File: src/rtl/i8254_write_control_unit_if.sv
// CPU write bus of the 8254: chip select, write strobe, address and data.
// The CPU side drives it (master); the write control unit samples it (slave).
interface i8254_write_control_unit_if;
  logic       CS_N;
  logic       WR_N;
  logic [1:0] A;
  logic [7:0] DIN;

  modport master (output CS_N, WR_N, A, DIN);
  modport slave  (input  CS_N, WR_N, A, DIN);
endinterface

File: src/rtl/i8254_write_control_unit.sv
// 8254 bus-write stage: samples the CPU write strobe and acts on its trailing edge.
// It decodes control words per counter, assembles count bytes, and emits one-cycle load pulses.
module i8254_write_control_unit #(
  parameter int NUM_COUNTERS = 3
) (
  input  logic                        CLK,
  input  logic                        RST_N,
  i8254_write_control_unit_if.slave   bus,
  output logic [3*NUM_COUNTERS-1:0]   MODE,
  output logic [NUM_COUNTERS-1:0]     BCD,
  output logic [2*NUM_COUNTERS-1:0]   RW_MODE,
  output logic [15:0]                 COUNT_REG0,
  output logic [15:0]                 COUNT_REG1,
  output logic [15:0]                 COUNT_REG2,
  output logic [NUM_COUNTERS-1:0]     COUNT_LOAD,
  output logic [NUM_COUNTERS-1:0]     CW_LOAD,
  output logic [NUM_COUNTERS-1:0]     LATCH_CMD,
  output logic [NUM_COUNTERS-1:0]     MSB_PENDING,
  output logic                        ILLEGAL_WR
);

  logic       wr_q;
  logic       cs_q;
  logic [1:0] a_q;
  logic [7:0] d_q;
  logic       wr_event;

  logic [15:0] count_q [NUM_COUNTERS];
  logic [15:0] count_n [NUM_COUNTERS];

  logic [3*NUM_COUNTERS-1:0] mode_n;
  logic [NUM_COUNTERS-1:0]   bcd_n;
  logic [2*NUM_COUNTERS-1:0] rw_n;
  logic [NUM_COUNTERS-1:0]   pend_n;
  logic [NUM_COUNTERS-1:0]   count_load_n;
  logic [NUM_COUNTERS-1:0]   cw_load_n;
  logic [NUM_COUNTERS-1:0]   latch_n;
  logic                      illegal_n;

  logic [1:0] sc;
  logic [1:0] rw;
  logic [2:0] m_norm;

  // The event fires when the strobe that was low is seen high again, so the
  // captured address/data are those present during the low phase.
  assign wr_event = !wr_q && bus.WR_N && !cs_q;

  assign sc     = d_q[7:6];
  assign rw     = d_q[5:4];
  assign m_norm = (d_q[3] && d_q[2]) ? {1'b0, d_q[2:1]} : d_q[3:1];

  assign COUNT_REG0 = count_q[0];
  assign COUNT_REG1 = count_q[1];
  assign COUNT_REG2 = count_q[2];

  always_comb begin
    mode_n       = MODE;
    bcd_n        = BCD;
    rw_n         = RW_MODE;
    pend_n       = MSB_PENDING;
    count_load_n = '0;
    cw_load_n    = '0;
    latch_n      = '0;
    illegal_n    = 1'b0;
    for (int n = 0; n < NUM_COUNTERS; n++) begin
      count_n[n] = count_q[n];
    end

    if (wr_event) begin
      if (a_q == 2'b11) begin
        if (sc == 2'b11) begin
          illegal_n = 1'b1;
        end else begin
          for (int n = 0; n < NUM_COUNTERS; n++) begin
            if (sc == 2'(n)) begin
              if (rw == 2'b00) begin
                latch_n[n] = 1'b1;
              end else begin
                mode_n[3*n +: 3] = m_norm;
                bcd_n[n]         = d_q[0];
                rw_n[2*n +: 2]   = rw;
                pend_n[n]        = 1'b0;
                cw_load_n[n]     = 1'b1;
              end
            end
          end
        end
      end else begin
        for (int n = 0; n < NUM_COUNTERS; n++) begin
          if (a_q == 2'(n)) begin
            case (RW_MODE[2*n +: 2])
              2'b00: illegal_n = 1'b1;
              2'b01: begin
                count_n[n]      = {8'h00, d_q};
                count_load_n[n] = 1'b1;
              end
              2'b10: begin
                count_n[n]      = {d_q, 8'h00};
                count_load_n[n] = 1'b1;
              end
              default: begin
                // Two-byte format: LSB first, MSB completes the count.
                if (!MSB_PENDING[n]) begin
                  count_n[n][7:0] = d_q;
                  pend_n[n]       = 1'b1;
                end else begin
                  count_n[n][15:8] = d_q;
                  pend_n[n]        = 1'b0;
                  count_load_n[n]  = 1'b1;
                end
              end
            endcase
          end
        end
      end
    end
  end

  always_ff @(posedge CLK) begin
    if (!RST_N) begin
      wr_q        <= 1'b1;
      cs_q        <= 1'b0;
      a_q         <= '0;
      d_q         <= '0;
      MODE        <= '0;
      BCD         <= '0;
      RW_MODE     <= '0;
      MSB_PENDING <= '0;
      COUNT_LOAD  <= '0;
      CW_LOAD     <= '0;
      LATCH_CMD   <= '0;
      ILLEGAL_WR  <= 1'b0;
      for (int n = 0; n < NUM_COUNTERS; n++) begin
        count_q[n] <= '0;
      end
    end else begin
      wr_q <= bus.WR_N;
      if (!bus.WR_N) begin
        cs_q <= bus.CS_N;
        a_q  <= bus.A;
        d_q  <= bus.DIN;
      end
      MODE        <= mode_n;
      BCD         <= bcd_n;
      RW_MODE     <= rw_n;
      MSB_PENDING <= pend_n;
      COUNT_LOAD  <= count_load_n;
      CW_LOAD     <= cw_load_n;
      LATCH_CMD   <= latch_n;
      ILLEGAL_WR  <= illegal_n;
      for (int n = 0; n < NUM_COUNTERS; n++) begin
        count_q[n] <= count_n[n];
      end
    end
  end

endmodule

File: src/flat_wrapper.sv
// flat-port wrapper written by rule: the top's interface ports become plain ports
module i8254_write_control_unit_flat 
#(
  parameter int NUM_COUNTERS = 3
)
  (CLK, RST_N, MODE, BCD, RW_MODE, COUNT_REG0, COUNT_REG1, COUNT_REG2, COUNT_LOAD, CW_LOAD, LATCH_CMD, MSB_PENDING, ILLEGAL_WR, bus_CS_N, bus_WR_N, bus_A, bus_DIN);
  i8254_write_control_unit_if bus_i ();
  input  logic CLK;
  input  logic RST_N;
  output logic [3*NUM_COUNTERS-1:0] MODE;
  output logic [NUM_COUNTERS-1:0] BCD;
  output logic [2*NUM_COUNTERS-1:0] RW_MODE;
  output logic [15:0] COUNT_REG0;
  output logic [15:0] COUNT_REG1;
  output logic [15:0] COUNT_REG2;
  output logic [NUM_COUNTERS-1:0] COUNT_LOAD;
  output logic [NUM_COUNTERS-1:0] CW_LOAD;
  output logic [NUM_COUNTERS-1:0] LATCH_CMD;
  output logic [NUM_COUNTERS-1:0] MSB_PENDING;
  output logic ILLEGAL_WR;
  input wire logic [$bits(bus_i.CS_N)-1:0] bus_CS_N;
  input wire logic [$bits(bus_i.WR_N)-1:0] bus_WR_N;
  input wire logic [$bits(bus_i.A)-1:0] bus_A;
  input wire logic [$bits(bus_i.DIN)-1:0] bus_DIN;
  assign bus_i.CS_N = bus_CS_N;
  assign bus_i.WR_N = bus_WR_N;
  assign bus_i.A = bus_A;
  assign bus_i.DIN = bus_DIN;
  i8254_write_control_unit #(.NUM_COUNTERS(NUM_COUNTERS)) u_core (.CLK(CLK), .RST_N(RST_N), .bus(bus_i), .MODE(MODE), .BCD(BCD), .RW_MODE(RW_MODE), .COUNT_REG0(COUNT_REG0), .COUNT_REG1(COUNT_REG1), .COUNT_REG2(COUNT_REG2), .COUNT_LOAD(COUNT_LOAD), .CW_LOAD(CW_LOAD), .LATCH_CMD(LATCH_CMD), .MSB_PENDING(MSB_PENDING), .ILLEGAL_WR(ILLEGAL_WR));
endmodule
File: config.mk
export PLATFORM = sky130hd
export DESIGN_NAME = i8254_write_control_unit_flat
export DESIGN_NICKNAME = d
export VERILOG_FILES = /design/src/rtl/i8254_write_control_unit_if.sv /design/src/rtl/i8254_write_control_unit.sv /design/src/flat_wrapper.sv
export SDC_FILE = /design/constraint.sdc
export NUM_CORES = 1
export LEC_CHECK = 0
export CORE_ASPECT_RATIO = 0.6
export CORE_UTILIZATION = 50
export CTS_BUF_LIST = sky130_fd_sc_hd__clkbuf_4 sky130_fd_sc_hd__clkbuf_8 sky130_fd_sc_hd__clkbuf_16
export DETAILED_ROUTE_END_ITERATION = 10
export MAX_ROUTING_LAYER = met4
export PLACE_DENSITY = 0.85
export REMOVE_ABC_BUFFERS = 1
export SYNTH_ARGS = -nofsm -noshare
export SYNTH_HDL_FRONTEND = slang
export SYNTH_SLANG_ARGS = --single-unit
File: constraint.sdc
create_clock -name CLK -period 2.4 [get_ports CLK]
set_clock_uncertainty 0.1 [all_clocks]
set_input_delay 0.36 -clock CLK [delete_from_list [all_inputs] [get_ports CLK]]
set_output_delay 0.36 -clock CLK [all_outputs]
set_load 0.03 [all_outputs]
After elaboration in Yosys (flattened, before gate mapping)
Memory sizes are Yosys's and may differ from the RTL's.
Cells that the tools add are included.
Storage, ports and cells
  logic and storage cells: 145
  bits in writable memories: 48
  flip-flop bits (word level): 43
  memories: 1
  input port bits: 14
Operators by class
  reductions and logical operators: 33
  eq/ne operators: 20
  bitwise operators: 14
  multiplexer cells: 51
Memories
  u_core.count_q: depth 3, bits a word 16, read ports 3, clocked after memory_dff 0, write ports 3, RTL line i8254_write_control_unit.sv:28  | logic [15:0] count_q [NUM_COUNTERS];
Operators with widths (count)
  case mux 16 bit (3 select lines): 3
  2-to-1 mux 16 bit: 6
  2-to-1 mux 48 bit: 2
  2-to-1 mux 8 bit: 6
  2-to-1 mux 1 bit: 28
  AND reduction 6 bit: 3
  AND reduction 5 bit: 3
  OR reduction 5 bit: 3
  equality test 2 bit, second input constant: 7
  zero test 2 bit: 6
  OR reduction 4 bit: 3
  NOT 1 bit: 11
  equality test 2 x 1 -> 1 bit, second input constant: 5
  != test 2 bit, second input constant: 5
  2-to-1 mux 3 bit: 3
  OR reduction 3 bit: 3
  != test 2 x 1 -> 1 bit, second input constant: 3
  case mux 1 bit (2 select lines): 3
  nonzero test 2 bit: 3
  OR reduction 2 bit: 3
  logical AND 1 bit: 3
  bitwise OR 1 bit: 3
  zero test 1 bit: 2
  AND reduction 2 bit: 1

Longest topological paths before layout
Gate-level depths: netlist of the first run.
  depth after elaboration: 8
  mapped depth: 7

Least setup slack after synthesis of the first run
OpenSTA, ideal clock, no wires.
  kind: register -> register
  start point: register u_core.RW_MODE[2]
  end point: memory u_core.count_q[1][6], in the netlist u_core.count_q[0][22]
  slack: 0.331 ns
  required time: 2.226 ns
  cell stages (with the launch flop): 8
  arrival time: 1.895 ns
  path through: dfxtp_1 > inv_1 > ha_1 > inv_1 > a2111oi_4 > buf_6 > nand4_1 > o21ai_0
RTL lines
  start: declaration: RTL line i8254_write_control_unit.sv:11  | output logic [2*NUM_COUNTERS-1:0] RW_MODE,
  start signal: assignment: RTL line i8254_write_control_unit.sv:145  | RW_MODE <= rw_n;
  end: declaration: RTL line i8254_write_control_unit.sv:28

==> impl_results.md, run 1 <==
- Fin. max-slew vios: 0
- RSZ-0062 raised after global routing: false
- 1st-iter DRT viols: 206
- Share of post-route cells with drive strength above 1: 0.0796
- DR vias/cell: 5.48
- Share of the synthesized area in the top cell type: 0.462
- Synthesized area: 3940 sq um
- Final period util: 0.860
- Core region area: 7450 sq um
- Post-synthesis sequential area ratio: 0.462
- GRT Total Usage: 0.269
- CP Class: input pin to flop
- Peak supply drop: 0.349 mV
- Fill count: 595
- Hpwl dp: 6880 um
- CP Capture Type: flop
- Number of distinct library cells after synthesis: 40
- Fmax: 485 MHz
- Vias in the first global route: 3,290
- Critical path data arrival time: 2.22 ns
- CP max-delay cell: clkdlybuf4s50_1
- Crit Path Max Fanout: 16
- Hold_buf cts: 0
- Via Count: 3,392
- # IOs: 93
- Area leader, netlist: dfxtp_1
- Row cnt: 24
- Grt total ovfl: 0
- CP peak stage delay: 0.49 ns
- Async set-reset flop share out of synthesis: 0
- WL final: 10,100 um
- Die H: 70.8 um
- CTS buffer count: 9
- Max transition margin: 0.590
- Status: finished, final reports clean
- CP required: 2.55 ns
- CTS root buf: clkbuf_16
- CTS Buffer Depth: 2
- Power per cell area: 604 nW/um^2
- Area Growth Syn to Fin: 34.4%
- Post CTS Setup Buffer Count: 0
- Yosys warns: 0
- Setup_tns: 0 ns
- Final instance area: 5300 sq um
- Fin nets: 538
- Mapped Cells: 430
- Clk_lat worst skew: 0.33 ns
- Number of remaining DRC errors: 0
- Routed Antenna Nets: 0
- Die area: 8250 sq um
- Max-cap viol count: 0
- Initial antenna violation count: 0
- Syn_area_per_cell: 9.17 sq um
- Final hold vios: 0
- Routed len/inst: 16.3 um
- First-pass GRT wire length: 16,500 um
- CP cell instances: clkdlybuf4s50_1 -> or3b_1 -> buf_4 -> a2111oi_4 -> buf_4 -> nand4_1 -> o21ai_0
- Post-synth EDFFs: 0
- Crit path top cell by count: buf_4
- FF+latch count, synth: 91
- CP startpoint kind: input pin
- Setup-failing EPs final: 0
- CTS tree: built
- Top post-synthesis cells by area: dfxtp_1, mux2i_1, nand2_1, o21ai_0, nand4_1
- Largest net degree at the start of global routing: 88
- Die width: 117 um
- Core Util, Final: 0.712
- Initial core utilization: 0.529
- Port Buffers: 92
- Post-cts sizing count: 0
- Hold Path Class: input pin to flop
- N_diodes: 0
- Routability congestion estimate: 0.806
- Most frequent cell after synthesis: dfxtp_1
- Commonest cells post-synth: dfxtp_1, nand2_1, o21ai_0
- Worst slew pin tran: 0.612 ns
- Tmin final: 2.06 ns
- CTS Sinks: 91
- Static Leak: 1.80 nW
- DRT Pass-1 Iters: 4
- Worst-path clk slew: 0.06 ns
- CTS H-tree lvls: 3
- Prevailing post-synth register cell: dfxtp_1
- Placed Instance Area: 4980 sq um
## report_power, final
group | total, mW | switching [mW] | internal (mW)
sequential | 1.55 | 0.0315 | 1.52
clock | 1.50 | 0.557 | 0.946
combinational | 0.142 | 0.0807 | 0.0617
total | 3.20 | 0.669 | 2.53
## per-stage QoR
step	worst slack [ns]	cells	total power [mW]	hold WS [ns]
floorplan	0.285	391	1.63	0.333
global placement	0.107	604	1.72	0.344
detailed placement	0.0687	604	1.73	0.350
CTS	0.360	619	3.22	0.292
global route	0.210	619	3.30	0.303
finish	0.336	619	3.20	0.298
## routing by layer
layer / track usage / vias to the layer above / routed length, um
li1: - / 1664 / -
met3: 0.0771 / 13 / 792
met2: 0.408 / 127 / 4600
met5: - / - / 0
met4: 0.0774 / 0 / 112
met1: 0.348 / 1588 / 4600
## logic make-up (layout without fill, tap and decap cells)
kind of cell | Yosys count | count (layout) | share of synthesized area
AND/OR/NAND/NOR | 180 | 180 | 0.252
flip-flops | 91 | 91 | 0.462
AO/OA/AOI/OAI | 71 | 71 | 0.121
buffers and inverters | 49 | 134 | 0.0578
multiplexers | 26 | 26 | 0.0660
adder cells (fa/ha/maj) | 13 | 13 | 0.0413
## final timing paths
kind,endpoint,slack (ns),from,cells past startpoint
max reg2reg,u_core.count_q[0][17],0.36,u_core.RW_MODE[2],7
min reg2reg,u_core.count_q[0][36],0.36,u_core.count_q[0][36],2
max,u_core.count_q[0][17],0.34,bus_WR_N,7
min,u_core.wr_q,0.30,RST_N,2
## critical path, delay by kind of cell
| family | cells | cell delay (ns) |
|---|---|---|
| compound gates | 2 | 0.42 |
| buf+inv | 3 | 0.96 |
| simple gates | 2 | 0.47 |
## final cells by class
type                            instances  area, sq um  share of cell area
Clock buffer                           11          246              0.0465
Clock inverter                          4         75.1              0.0142
Multi-Input combinational cell        290         1890               0.357
Tap cell                              104          130              0.0246
Timing Repair Buffer                  109         1100               0.207
Inverter                               10         37.5             0.00708
Sequential cell                        91         1820               0.344
## placed cells by master (no fill, tap or decap), types with 2 or more instances in the layout
cell	netlist	routed
buf_12	0	4
nor4_4	2	2
nand3_1	26	26
buf_4	3	14
nand4_1	32	32
a21boi_0	16	16
nor2_1	7	7
bufinv_16	0	2
o21ai_0	41	41
a2111oi_4	2	2
nand4b_1	2	2
nand2_1	57	57
nor3_1	9	9
clkbuf_16	0	9
clkinvlp_4	0	2
nand2b_1	11	11
clkdlybuf4s50_1	0	91
mux2i_1	26	26
ha_1	13	13
a31oi_1	2	2
nor2b_1	26	26
dfxtp_1	91	91
nor3_4	2	2
inv_1	10	10
## sequential cells by signal (all words and copies together), names as in the netlist
name,count
u_core.MODE,9
u_core.MSB_PENDING,3
u_core.count_q,48
u_core.COUNT_LOAD,3
u_core.d_q,8
u_core.ILLEGAL_WR,1
u_core.CW_LOAD,3
u_core.a_q,2
u_core.BCD,3
u_core.cs_q,1
u_core.RW_MODE,6
u_core.LATCH_CMD,3
u_core.wr_q,1
Power figures use the tool's default switching activity.
==> inputs of run 2 (changes only) <==
--- a/config.mk
+++ b/config.mk
@@ -12,6 +12,7 @@
 export MAX_ROUTING_LAYER = met4
 export PLACE_DENSITY = 0.85
 export REMOVE_ABC_BUFFERS = 1
+export SKIP_CTS_REPAIR_TIMING = 1
 export SYNTH_ARGS = -nofsm -noshare
 export SYNTH_HDL_FRONTEND = slang
 export SYNTH_SLANG_ARGS = --single-unit
==> results of run 2 <==
No change in the layout: final DEF, timing and power equal those of run 1.
==> inputs of run 3 (changes only) <==
--- a/config.mk
+++ b/config.mk
@@ -6,11 +6,11 @@
 export NUM_CORES = 1
 export LEC_CHECK = 0
 export CORE_ASPECT_RATIO = 0.6
-export CORE_UTILIZATION = 50
+export CORE_UTILIZATION = 53
 export CTS_BUF_LIST = sky130_fd_sc_hd__clkbuf_4 sky130_fd_sc_hd__clkbuf_8 sky130_fd_sc_hd__clkbuf_16
 export DETAILED_ROUTE_END_ITERATION = 10
 export MAX_ROUTING_LAYER = met4
-export PLACE_DENSITY = 0.85
+export PLACE_DENSITY = 0.89
 export REMOVE_ABC_BUFFERS = 1
 export SKIP_CTS_REPAIR_TIMING = 1
 export SYNTH_ARGS = -nofsm -noshare
==> constraint.sdc (replaced) <==
create_clock -name CLK -period 2.5 [get_ports CLK]
set_clock_uncertainty 0.1 [all_clocks]
set_input_delay 0.375 -clock CLK [delete_from_list [all_inputs] [get_ports CLK]]
set_output_delay 0.375 -clock CLK [all_outputs]
set_load 0.03 [all_outputs]
==> run 3 against run 2 <==
Effect of this change: clock-buffer cell count down 1; global-route usage up 2.1 points; hold slack better by 0.0094 ns; clock power down 8%; sequential power down 4%; cell count down 0.97%; flip-flop and latch count unchanged; die area down 5.5%; first-iteration DRC count down 2.4%; final area down 1.3%; core utilization up 4.2 points; critical path type unchanged; critical endpoint is now u_core.MODE[0].
==> impl_results.md, run 3 (synthesized netlist as in run 1, its figures left out) <==
- CP Capture Type: flop (unchanged)
- Max transition margin: 0.527 (was 0.590)
- Grt total ovfl: 0 (unchanged)
- Clk_lat worst skew: 0.35 ns (was 0.33 ns)
- Initial core utilization: 0.568 (was 0.529)
- Hpwl dp: 6800 um (was 6880 um)
- Die area: 7800 sq um (was 8250 sq um)
- Fin nets: 535 (was 538)
- Setup-failing EPs final: 0 (unchanged)
- CP max-delay cell: clkdlybuf4s50_1 (unchanged)
- Vias in the first global route: 3,189 (was 3,290)
- Hold Path Class: input pin to flop (unchanged)
- N_diodes: 0 (unchanged)
- Row cnt: 23 (was 24)
- Switching pwr: 686 uW (was 669 uW)
- Placed cells: 597 (was 604)
- Top Registers: u_core.count_q x48, u_core.MODE x9, u_core.d_q x8 (unchanged)
- Area Growth Syn to Fin: 32.7% (was 34.4%)
- Clock group share of total power: 0.459 (was 0.470)
- DR vias/cell: 5.63 (was 5.48)
- Hold Crit Start: RST_N (unchanged)
- Final hold vios: 0 (unchanged)
- Sw frac: 0.228 (was 0.209)
- Non-filler instance count after layout: 613 (was 619)
- Setup_tns: 0 ns (unchanged)
- 1st-iter DRT viols: 201 (was 206)
- CP Buf/Inv Count: 2 (was 3)
- CP required: 2.64 ns (was 2.55 ns)
- Tmin final: 2.10 ns
- Int Pwr: 2.32 mW (was 2.53 mW)
- CTS buffer count: 9 (unchanged)
- Largest net degree at the start of global routing: 81 (was 88)
- Die H: 68.8 um (was 70.8 um)
- Worst-path clk slew: 0.07 ns (was 0.06 ns)
- Core Util, Final: 0.754 (was 0.712)
- Share of post-route cells with drive strength above 1: 0.0760 (was 0.0796)
- Fmax: 476 MHz
- CP cell instances: clkdlybuf4s50_1 -> or3b_1 -> buf_4 -> nor3_4 -> mux2i_1 -> nor2b_1 (was clkdlybuf4s50_1 -> or3b_1 -> buf_4 -> a2111oi_4 -> buf_4 -> nand4_1 -> o21ai_0)
- Reg2Reg Depth: 4 (was 7)
- Fin worst setup slack: 0.399 ns (was 0.336 ns)
- Power per cell area: 575 nW/um^2 (was 604 nW/um^2)
- Core region area: 6940 sq um (was 7450 sq um)
- CP peak stage delay: 0.49 ns (about the same)
- Routed len/inst: 16.7 um (was 16.3 um)
- Sequential power share: 0.496 (was 0.486)
- RSZ-0062 raised after global routing: false (unchanged)
- Fin. max-slew vios: 0 (unchanged)
- Final instance area: 5230 sq um (was 5300 sq um)
- CTS tree: built (unchanged)
- CTS root buf: clkbuf_16 (unchanged)
- Status: finished, final reports clean (unchanged)
- RR Endpoint: u_core.MODE[0] (was u_core.count_q[0][17])
- Number of remaining DRC errors: 0 (unchanged)
- CP top delay family: simple AND/OR/NAND/NOR gates (was buffers and inverters)
- Placed Instance Area: 4920 sq um (was 4980 sq um)
- WHS Path Cells: 2 (unchanged)
- Die width: 113 um (was 117 um)
- Critical R2R Launch: u_core.a_q[1] (was u_core.RW_MODE[2])
- Final Hold Slack: 0.308 ns (was 0.298 ns)
- CTS Buffer Depth: 2 (unchanged)
- CTS Sinks: 91 (unchanged)
- First-pass GRT wire length: 16,500 um (about the same)
- Final period util: 0.840
- GRT Total Usage: 0.290 (was 0.269)
- Gate power share: 0.045 (was 0.044)
- Max reg flops: 48 (unchanged)
- Reg2reg setup slack: 0.40 ns (was 0.36 ns)
- # IOs: 93 (unchanged)
- CP startpoint kind: input pin (unchanged)
- Port Buffers: 92 (unchanged)
- Place WS: 0.0736 ns (was 0.0687 ns)
- Design Power: 3.01 mW (was 3.20 mW)
- Crit Path Max Fanout: 10 (was 16)
- CP Class: input pin to flop (unchanged)
- Worst slew pin tran: 0.706 ns (was 0.612 ns)
- Peak supply drop: 0.411 mV (was 0.349 mV)
- Top reg by flops: u_core.count_q (unchanged)
- Max-cap viol count: 0 (unchanged)
- Commonest cells after routing, fill and taps aside: clkdlybuf4s50_1, dfxtp_1, nand2_1, o21ai_0, nand4_1 (unchanged)
- CTS H-tree lvls: 3 (unchanged)
- Via Count: 3,454 (was 3,392)
- Routed Antenna Nets: 0 (unchanged)
- Static Leak: 1.78 nW (was 1.80 nW)
- Hold worst-path end: u_core.wr_q (unchanged)
- Routability congestion estimate: 0.802 (was 0.806)
- Crit path depth: 6 (was 7)
- DRT Pass-1 Iters: 5 (was 4)
- WL final: 10,200 um (was 10,100 um)
- Critical path data arrival time: 2.24 ns (was 2.22 ns)
- Initial antenna violation count: 0 (unchanged)
==> run 3: worst max-delay path by stage <==
stage | start | endpoint | slack (ns)
finish | bus_WR_N | u_core.MODE[0] | 0.40
global route | u_core.RW_MODE[3] | u_core.count_q[0][18] | 0.24
global placement | bus_WR_N | u_core.MODE[1] | 0.18
floorplan | u_core.RW_MODE[2] | u_core.count_q[0][16] | 0.39
CTS | bus_WR_N | u_core.MODE[0] | 0.41
detailed placement | bus_WR_N | u_core.MODE[0] | 0.07
==> run 3: metal layers <==
| metal | up-vias | GRT usage | share of wire |
|---|---|---|---|
| met2 | 159 | 0.438 | 0.44 |
| met4 | 0 | 0.0872 | 0.013 |
| met5 | - | - | 0 |
| met3 | 17 | 0.0927 | 0.093 |
| met1 | 1621 | 0.374 | 0.46 |
| li1 | 1657 | - | - |
==> run 3: layout make-up <==
cell class	instances	area [sq um]
Fill cell	481	1710
Timing Repair Buffer	106	1050
Sequential cell	91	1820
Tap cell	100	125
Clock buffer	10	239
Clock inverter	6	65.1
Multi-Input combinational cell	290	1890
Inverter	10	37.5
==> run 3: power by group through the flow <==
stage / clock network [mW] / logic, mW / registers, mW
CTS: 1.39 / 0.133 / 1.49
detailed placement: 0 / 0.133 / 1.52
finish: 1.38 / 0.135 / 1.49
floorplan: 0 / 0.0488 / 1.52
global placement: 0 / 0.129 / 1.52
global route: 1.48 / 0.145 / 1.49
